## config.mk

```make
export PLATFORM = sky130hd
export DESIGN_NAME = pid_sequencer
export DESIGN_NICKNAME = d
export VERILOG_FILES = /design/src/rtl/pid_sequencer.sv
export SDC_FILE = /design/constraint.sdc
export NUM_CORES = 1
export LEC_CHECK = 0
export ABC_CLOCK_PERIOD_IN_PS = 12600
export BUFFER_PORTS_ARGS = -buffer_cell sky130_fd_sc_hd__buf_2
export CORE_UTILIZATION = 60
export CTS_CLUSTER_DIAMETER = 120
export CTS_CLUSTER_SIZE = 40
export DETAILED_ROUTE_END_ITERATION = 8
export PLACE_DENSITY = 0.86
export SYNTH_ARGS = -nofsm -noshare
export SYNTH_HDL_FRONTEND = slang
export SYNTH_SLANG_ARGS = --single-unit
```

## constraint.sdc

```tcl
create_clock -name clk -period 12.6 [get_ports clk]
set_clock_uncertainty 0.05 [all_clocks]
set_input_delay 1.26 -clock clk [delete_from_list [all_inputs] [get_ports clk]]
set_output_delay 1.26 -clock clk [all_outputs]
set_load 0.02 [all_outputs]
```

## src/rtl/pid_sequencer.sv

```systemverilog
// PID steering sequencer: one shared signed multiplier computes the P and D terms, then a SUM state
// produces clamped left/right speeds. Define PID_I_TERM_EN to include the integral path (I_CALC, integ).
module pid_sequencer #(
   parameter logic signed [5:0]  P_COEFF  = 6'sd2,
   parameter logic signed [5:0]  D_COEFF  = 6'sd7,
   parameter logic        [11:0] BASE_SPD = 12'h200
) (
   input  logic        clk,
   input  logic        rst,
   input  logic        go,
   input  logic        err_vld,
   input  logic [15:0] error,
   output logic        busy,
   output logic        dropped,
   output logic        spd_vld,
   output logic [11:0] lft_spd,
   output logic [11:0] rght_spd
);
   localparam int unsigned ERR_W  = 11;
   localparam int unsigned DIFF_W = 9;
   localparam int unsigned TERM_W = 15;
   localparam int unsigned PROD_W = 17;
   localparam int unsigned ADJ_W  = 12;
   localparam int unsigned RAW_W  = 14;

   typedef enum logic [2:0] {
      IDLE, P_CALC, D_CALC, SUM
`ifdef PID_I_TERM_EN
      , I_CALC
`endif
   } state_t;

   function automatic logic signed [ERR_W-1:0] sat_err(input logic signed [15:0] x);
      if (x > 16'sd1023)  return 11'h3FF;
      if (x < -16'sd1024) return 11'h400;
      return x[ERR_W-1:0];
   endfunction

   function automatic logic signed [DIFF_W-1:0] sat_diff(input logic signed [11:0] x);
      if (x > 12'sd255)  return 9'h0FF;
      if (x < -12'sd256) return 9'h100;
      return x[DIFF_W-1:0];
   endfunction

   function automatic logic signed [TERM_W-1:0] sat_term(input logic signed [PROD_W-1:0] x);
      if (x > 17'sd16383)  return 15'h3FFF;
      if (x < -17'sd16384) return 15'h4000;
      return x[TERM_W-1:0];
   endfunction

   function automatic logic [11:0] clamp_spd(input logic signed [RAW_W-1:0] x);
      if (x < 14'sd0)    return 12'h000;
      if (x > 14'sd4095) return 12'hFFF;
      return x[11:0];
   endfunction

   state_t state, next_state;
   logic signed [ERR_W-1:0]  err_sat, prev_err, mul_a;
   logic signed [5:0]        mul_b;
   logic signed [PROD_W-1:0] prod, pid_raw;
   logic signed [TERM_W-1:0] p_term, d_term, pid_sat;
   logic signed [11:0]       diff_raw;
   logic signed [DIFF_W-1:0] diff_sat;
   logic signed [ADJ_W-1:0]  i_term, adj;
   logic signed [RAW_W-1:0]  lft_raw, rght_raw;
   logic ld_err, ld_p, ld_i, ld_d, ld_sum, sel_d;

   // State register
   always_ff @(posedge clk or posedge rst) begin
      if (rst) state <= IDLE;
      else     state <= next_state;
   end

   // Next-state logic; go low aborts from any state
   always_comb begin
      next_state = state;
      if (!go) next_state = IDLE;
      else begin
         case (state)
            IDLE:    if (err_vld) next_state = P_CALC;
`ifdef PID_I_TERM_EN
            P_CALC:  next_state = I_CALC;
            I_CALC:  next_state = D_CALC;
`else
            P_CALC:  next_state = D_CALC;
`endif
            D_CALC:  next_state = SUM;
            SUM:     next_state = IDLE;
            default: next_state = IDLE;
         endcase
      end
   end

   // Per-state datapath controls
   always_comb begin
      ld_err = 1'b0;
      ld_p   = 1'b0;
      ld_i   = 1'b0;
      ld_d   = 1'b0;
      ld_sum = 1'b0;
      sel_d  = 1'b0;
      case (state)
         IDLE:    ld_err = err_vld;
         P_CALC:  ld_p = 1'b1;
`ifdef PID_I_TERM_EN
         I_CALC:  ld_i = 1'b1;
`endif
         D_CALC:  begin ld_d = 1'b1; sel_d = 1'b1; end
         SUM:     ld_sum = 1'b1;
         default: ;
      endcase
   end

   assign dropped = err_vld & busy;

   // Shared multiplier: (err_sat, P_COEFF) or (diff_sat, D_COEFF)
   assign diff_raw = $signed({err_sat[ERR_W-1], err_sat}) - $signed({prev_err[ERR_W-1], prev_err});
   assign diff_sat = sat_diff(diff_raw);
   assign mul_a    = sel_d ? $signed({{2{diff_sat[DIFF_W-1]}}, diff_sat}) : err_sat;
   assign mul_b    = sel_d ? D_COEFF : P_COEFF;
   assign prod     = $signed({{6{mul_a[ERR_W-1]}}, mul_a}) * $signed({{11{mul_b[5]}}, mul_b});

`ifdef PID_I_TERM_EN
   logic signed [15:0] integ;
   logic signed [16:0] integ_sum;
   logic signed [15:0] integ_sat;
   assign integ_sum = $signed({integ[15], integ}) + $signed({{6{err_sat[ERR_W-1]}}, err_sat});
   assign integ_sat = (integ_sum > 17'sd32767) ? 16'sh7FFF :
                      (integ_sum < -17'sd32768) ? 16'sh8000 : integ_sum[15:0];
   assign i_term    = integ[15:4];

   // Integrator accumulates only in I_CALC and clears on abort
   always_ff @(posedge clk or posedge rst) begin
      if (rst)        integ <= '0;
      else if (!go)   integ <= '0;
      else if (ld_i)  integ <= integ_sat;
   end
`else
   assign i_term = '0;
`endif

   assign pid_raw  = $signed({{2{p_term[TERM_W-1]}}, p_term}) + $signed({{5{i_term[ADJ_W-1]}}, i_term})
                   + $signed({{2{d_term[TERM_W-1]}}, d_term});
   assign pid_sat  = sat_term(pid_raw);
   assign adj      = pid_sat[TERM_W-1:3];
   assign lft_raw  = $signed({2'b00, BASE_SPD}) + $signed({{2{adj[ADJ_W-1]}}, adj});
   assign rght_raw = $signed({2'b00, BASE_SPD}) - $signed({{2{adj[ADJ_W-1]}}, adj});

   // Datapath registers and outputs
   always_ff @(posedge clk or posedge rst) begin
      if (rst) begin
         err_sat  <= '0;
         prev_err <= '0;
         p_term   <= '0;
         d_term   <= '0;
         lft_spd  <= '0;
         rght_spd <= '0;
         spd_vld  <= 1'b0;
         busy     <= 1'b0;
      end else begin
         busy    <= (next_state != IDLE);
         spd_vld <= 1'b0;
         if (!go) begin
            err_sat  <= '0;
            prev_err <= '0;
            p_term   <= '0;
            d_term   <= '0;
            lft_spd  <= '0;
            rght_spd <= '0;
         end else begin
            if (ld_err) err_sat <= sat_err(error);
            if (ld_p)   p_term  <= sat_term(prod);
            if (ld_d) begin
               d_term   <= sat_term(prod);
               prev_err <= err_sat;
            end
            if (ld_sum) begin
               lft_spd  <= clamp_spd(lft_raw);
               rght_spd <= clamp_spd(rght_raw);
               spd_vld  <= 1'b1;
            end
         end
      end
   end
endmodule

```

### Word level (Yosys, flattened, before mapping)

Index checks and enable logic that the tools add are counted.
W data, S select, Z words.

| storage, ports and cells | value |
|---|---|
| flip-flop bits (word level) | 81 |
| latch bits | 0 |
| RAM bits | 0 |
| bits in read-only memories | 0 |
| input bits | 20 |
| output and inout port bits | 27 |
| logic and storage cells | 124 |
| memories kept | 0 |

| cells by class | value |
|---|---|
| add/sub/neg operators | 4 |
| multiply operators | 1 |
| div/mod/pow operators | 0 |
| magnitude comparators | 12 |
| eq/ne operators | 7 |
| shifts and indexed selects | 0 |
| muxes and demuxes | 88 |
| bitwise logic cells | 1 |
| reductions and logical operators | 2 |

Operators with widths:

| operator | number |
|---|---|
| $mux W15 | 14 |
| $mux W12 | 12 |
| $mux W11 | 9 |
| $mux W1 | 45 |
| $mux W9 | 4 |
| $gt A13 B13 Y1 const B | 2 |
| $lt A13 B1 Y1 const B | 2 |
| $add A15 B15 Y16 | 1 |
| $gt A16 B11 Y1 const B | 1 |
| $gt A16 B15 Y1 const B | 1 |
| $lt A16 B11 Y1 const B | 1 |
| $lt A16 B15 Y1 const B | 1 |
| $gt A15 B15 Y1 const B | 1 |
| $lt A15 B15 Y1 const B | 1 |
| $mul A11 B4 Y15 | 1 |
| $add A11 B12 Y13 const A | 1 |
| $sub A11 B12 Y13 const A | 1 |
| $gt A12 B9 Y1 const B | 1 |
| $lt A12 B9 Y1 const B | 1 |
| $sub A11 B11 Y12 | 1 |
| $mux W3 | 3 |
| $pmux W3 S3 | 1 |
| $ne A2 B1 Y1 const B | 4 |
| $eq A3 B2 Y1 const B | 2 |
| 4 further kinds | 4 |

### Logic depth before layout (Yosys ltp)

| logic depth | value |
|---|---|
| depth in word-level cells | 19 |
| depth in mapped cells | 28 |
| mapped depth without buffers | 27 |

### Least setup slack after synthesis

OpenSTA, ideal clock, no wires.

| timing | value |
|---|---|
| kind | register to register |
| start | reg err_sat[0] |
| end | reg p_term[12] |
| library setup time | 0.078 ns |
| arrival | 5.774 ns |
| data required time | 12.472 ns |
| slack | 6.698 ns |
| cell stages (with the launch flop) | 27 |
| buffers on the path | 0 |
| clock period less this slack | 5.902 ns |
| path through | dfrtp_1 > inv_1 > ha_1 > inv_1 > fa_1 > a21o_1 > a21oi_1 > o21bai_1 > a21oi_1 > o21ai_0 > xnor2_1 > o31ai_1 > nand2_1 > a21oi_1 > ha_1 > fa_1 > inv_1 > fa_1 > nor2b_1 > o21ai_0 > a21boi_0 > o21ai_0 > a21oi_1 > o2111ai_1 > and4_1 > or3_1 > a21oi_1 |

| on the way | value |
|---|---|
| longest elaborated chain between the ends | 17 |
| elaborated cells between the ends (all ways) | 25 |
| classes of those cells | add/sub: 1; mul: 1; order compare: 4; mux: 19 |

Ends and longest elaborated chain:

| element | RTL line | RTL |
|---|---|---|
| start: declaration | 58 | `logic signed [ERR_W-1:0] err_sat, prev_err, mul_a;` |
| start signal: assignment | 171 | `if (ld_err) err_sat <= sat_err(error);` |
| $sub A11 B11 Y12 | 117 | `assign diff_raw = $signed({err_sat[ERR_W-1], err_sat}) - $signed({prev_err[ERR_W-1], prev_err});` |
| $lt A12 B9 Y1 | 41 | `if (x < -12'sd256) return 9'h100;` |
| $mux W1 (2 in a row) | 41 |  |
| $mux W9 | 42 | `return x[DIFF_W-1:0];` |
| $mux W9 | 41 |  |
| $mux W11 (*) | 119 | `assign mul_a = sel_d ? $signed({{2{diff_sat[DIFF_W-1]}}, diff_sat}) : err_sat;` |
| $mul A11 B4 Y15 (*) | 121 | `assign prod = $signed({{6{mul_a[ERR_W-1]}}, mul_a}) * $signed({{11{mul_b[5]}}, mul_b});` |
| $lt A15 B15 Y1 | 47 | `if (x < -17'sd16384) return 15'h4000;` |
| $mux W1 (2 in a row) | 47 |  |
| $mux W1 | 172 | `if (ld_p) p_term <= sat_term(prod);` |
| $mux W1 | 163 | `if (!go) begin` |
| $mux W15 | 48 | `return x[TERM_W-1:0];` |
| $mux W15 (*) | 47 |  |
| $mux W15 (*) | 172 |  |
| $mux W15 (*) | 163 |  |
| end signal: assignment | 172 |  |
| end: declaration | 61 | `logic signed [TERM_W-1:0] p_term, d_term, pid_sat;` |

Mark *: on every way between the ends. The rest lies on a longest branch, timed or not. The select of a mux whose other input is x is not followed.
A chain may end at the register's enable or synchronous reset.

### Worst setup path in the final report

Ends and elaborated chain as after synthesis.

==> flow_metrics.py <==
metrics = {
    "power_and_ir_drop": {
        "ir_drop_v": 0.0000602,
        "leakagePower_uw": 0.00337,
        "power_uw": 568,
        "p_per_area_nw_per_um2": 80.3,
    },
    "synth": {
        "netlist_area_um2": 6530,
        "synth-seq-cells": 81,
        "ys_seq_area_frac": 0.310,
        "synth_edf_count": 0,
        "synthXorXnorAreaFrac": 0.0349,
        "synthDistinctLibCells": 70,
        "synth.area.mux_share": 0.00460,
        "postSynthCellCount": 796,
        "yosys.area_share.adder": 0.142,
        "synth_top_family_by_area": "compound AO/OA/AOI/OAI gates",
        "syn-num-nets": 883,
        "synth_compound_area_frac": 0.248,
        "ys.flop_type": "dfrtp_1",
        "ys_async_sr_fraction": 1.00,
        "synth-simple-area-share": 0.195,
        "ys_warn_count": 0,
        "syn_area_per_cell_um2": 8.21,
    },
    "cts": {
        "cts_inserted_buffers": 9,
        "cts_root_buffer": "clkbuf_8",
        "cts_hold_buf": 0,
        "cts_setup_buffers": 0,
        "numClockSinks": 81,
        "clk_latency_ps": 370,
        "htreeDepth": 3,
        "clock_path_buffers": 2,
        "clk_pin_slew_ps": 90,
        "cts.repair.resized": 0,
        "cts_tree": "yes",
    },
    "placed_design": {
        "place_congestion": 0.905,
        "post_dp_cell_area_um2": 6860,
        "placed_cells": 952,
        "portBuffers": 46,
        "dp_hpwl_um": 12000,
    },
    "global_route": {
        "grt_max_degree": 82,
        "grt_use_total": 0.303,
        "grt_pass1_wl_um": 27200,
        "first_global_vias": 6023,
        "antenna_found_initial": 0,
        "grt_overflow_total": 0,
    },
    "setup_path": {
        "max_stage_delay_ps": 730,
        "critical_path_class": "reg2reg",
        "worst-endpoint-arrival_ps": 6930,
        "critPathMaxFanout": 8,
        "startpoint_type": "register",
        "crit_top_cell": "a21oi_1",
        "crit_path_top_delay_cell": "o31ai_1",
        "critPathCaptureType": "register",
        "cp_data_required_time_ps": 12840,
    },
    "route": {
        "routedWlPerCell_um": 16.7,
        "postRouteAntennaNets": 0,
        "drc": 0,
        "drtIter0Drc": 452,
        "routed_wirelength_um": 16100,
        "vias": 6030,
        "drtPass1Iterations": 5,
        "vias_per_cell": 6.23,
    },
    "timing": {
        "relSlewSlack": 0.235,
        "max_freq_ghz": 0.149,
        "tns_ps": 0,
        "fin_crit_sh": 0.531,
        "setup_viol": 0,
        "min_period_ps": 6690,
        "tightest_slew_ps": 1140,
        "hold_viol_final": 0,
        "drv_slew": 0,
        "rsz0062_at_grt": "no",
    },
    "finish": {
        "fin_nets": 914,
        "area_delta_synth_final_pct": 8.29,
        "drive_gt1_frac": 0.113,
        "final_cell_mix": "nand2_1, dfrtp_1, inv_1",
        "postLayoutCoreUtil": 0.676,
        "final_common_cell": "nand2_1",
        "antennaDiodeCount": 0,
        "finalNonFillerCells": 968,
        "final_cell_area_um2": 7070,
    },
    "worst_hold_path": {
        "hold_class": "reg2reg",
    },
    "status": {
        "outcome": "completed",
    },
    "floorplanning": {
        "dieWidth_um": 106,
        "start_util": 0.624,
        "io_pins": 47,
        "core_um2": 10500,
        "placementRows": 37,
        "die_area_um2": 11300,
        "dieHeight_um": 106,
    },
    "job": {
        "drv_cap": 0,
    },
}
critical path: cells and delay by family, from the launching register on:
| kind | cells | cell delay (ps) |
|---|---|---|
| AO/OA/AOI/OAI | 13 | 3030 |
| adder cells (fa/ha/maj) | 5 | 1840 |
| AND/OR/NAND/NOR | 4 | 870 |
| flip-flops | 1 | 400 |
| buffers and inverters | 3 | 220 |
| XOR/XNOR | 1 | 190 |
state kept, by name, summed over array words and instances, names as in the netlist:
name / cells
rght_spd: 12
err_sat: 11
spd_vld: 1
p_term: 15
lft_spd: 12
prev_err: 11
d_term: 15
busy: 1
state: 3
per-stage QoR:
stage / hold WS [ps] / setup WS, ps
after floorplan: 421 / 6700
after global placement: 416 / 6330
after detailed placement: 415 / 6020
after CTS: 433 / 5990
after global routing: 461 / 5220
final: 433 / 5910
routing by layer:
metal	routed length, µm	share of wire	track usage
met5	0	0	0
met4	719	0.045	0.175
met3	725	0.045	0.0503
met2	8210	0.51	0.530
met1	6490	0.40	0.349
cells in the mapped netlist, drive strengths merged, types with 3 or more instances:
library cell,count,share of area
fa,12,0.037
o21ai,51,0.039
o311ai,5,0.0067
and2,8,0.0077
ha,55,0.11
xnor2,19,0.025
nor2b,5,0.0048
o211ai,11,0.013
a22oi,3,0.0034
o21a,6,0.0069
a22o,9,0.012
a21o,13,0.015
o31ai,10,0.014
and3,7,0.0067
o221ai,4,0.0073
a311oi,5,0.0094
inv,73,0.042
nor2,53,0.030
nor3,15,0.012
xor2,7,0.0094
a31oi,6,0.0057
clkbuf,29,0.017
or2,5,0.0048
nand3,41,0.031
a21oi,72,0.059
or3,9,0.0086
o2111ai,8,0.013
nand2b,3,0.0029
nand2,113,0.065
nor4,4,0.0038
o21bai,3,0.0034
a211oi,7,0.0088
nand4,6,0.0057
mux2i,3,0.0046
dfrtp,81,0.31
buf,5,0.0056
nand3b,4,0.0046
final cells by class:
type | instances | area [µm²]
fill | 857 | 3390
inverter | 74 | 282
tap | 136 | 170
clock inverter | 6 | 91.3
multi-input combinational | 607 | 4090
clock buffer | 10 | 128
timing repair buffer | 54 | 290
sequential | 81 | 2030
worst paths after layout:
path                             start     endpoint  slack, ps  cells past startpoint
setup / recovery            err_sat[0]   p_term[12]       5910                     26
hold / removal             rght_spd[2]  rght_spd[2]        430                      2
setup reg to reg            err_sat[0]   p_term[12]       5910                     26
hold reg to reg            rght_spd[2]  rght_spd[2]        430                      2
max in group asynchronous          rst         busy      10730                      3
min in group asynchronous          rst  prev_err[8]       1150                      3
where the power goes:
part	internal (µW)	leakage, µW	switching, µW	total (µW)
combinational	29.9	0.00213	59.1	88.9
sequential	263	0.00112	3.23	266
clock	113	0.000111	101	213
logic make-up after synthesis:
logic type / after synthesis
and+or+nand+nor: 277
AOI/OAI and AO/OA: 233
buffers and inverters: 108
DFF: 81
adders and majority gates: 67
xor gates and xnor gates: 26
muxes: 3
other: 1
(Power assumes the default switching activity.)
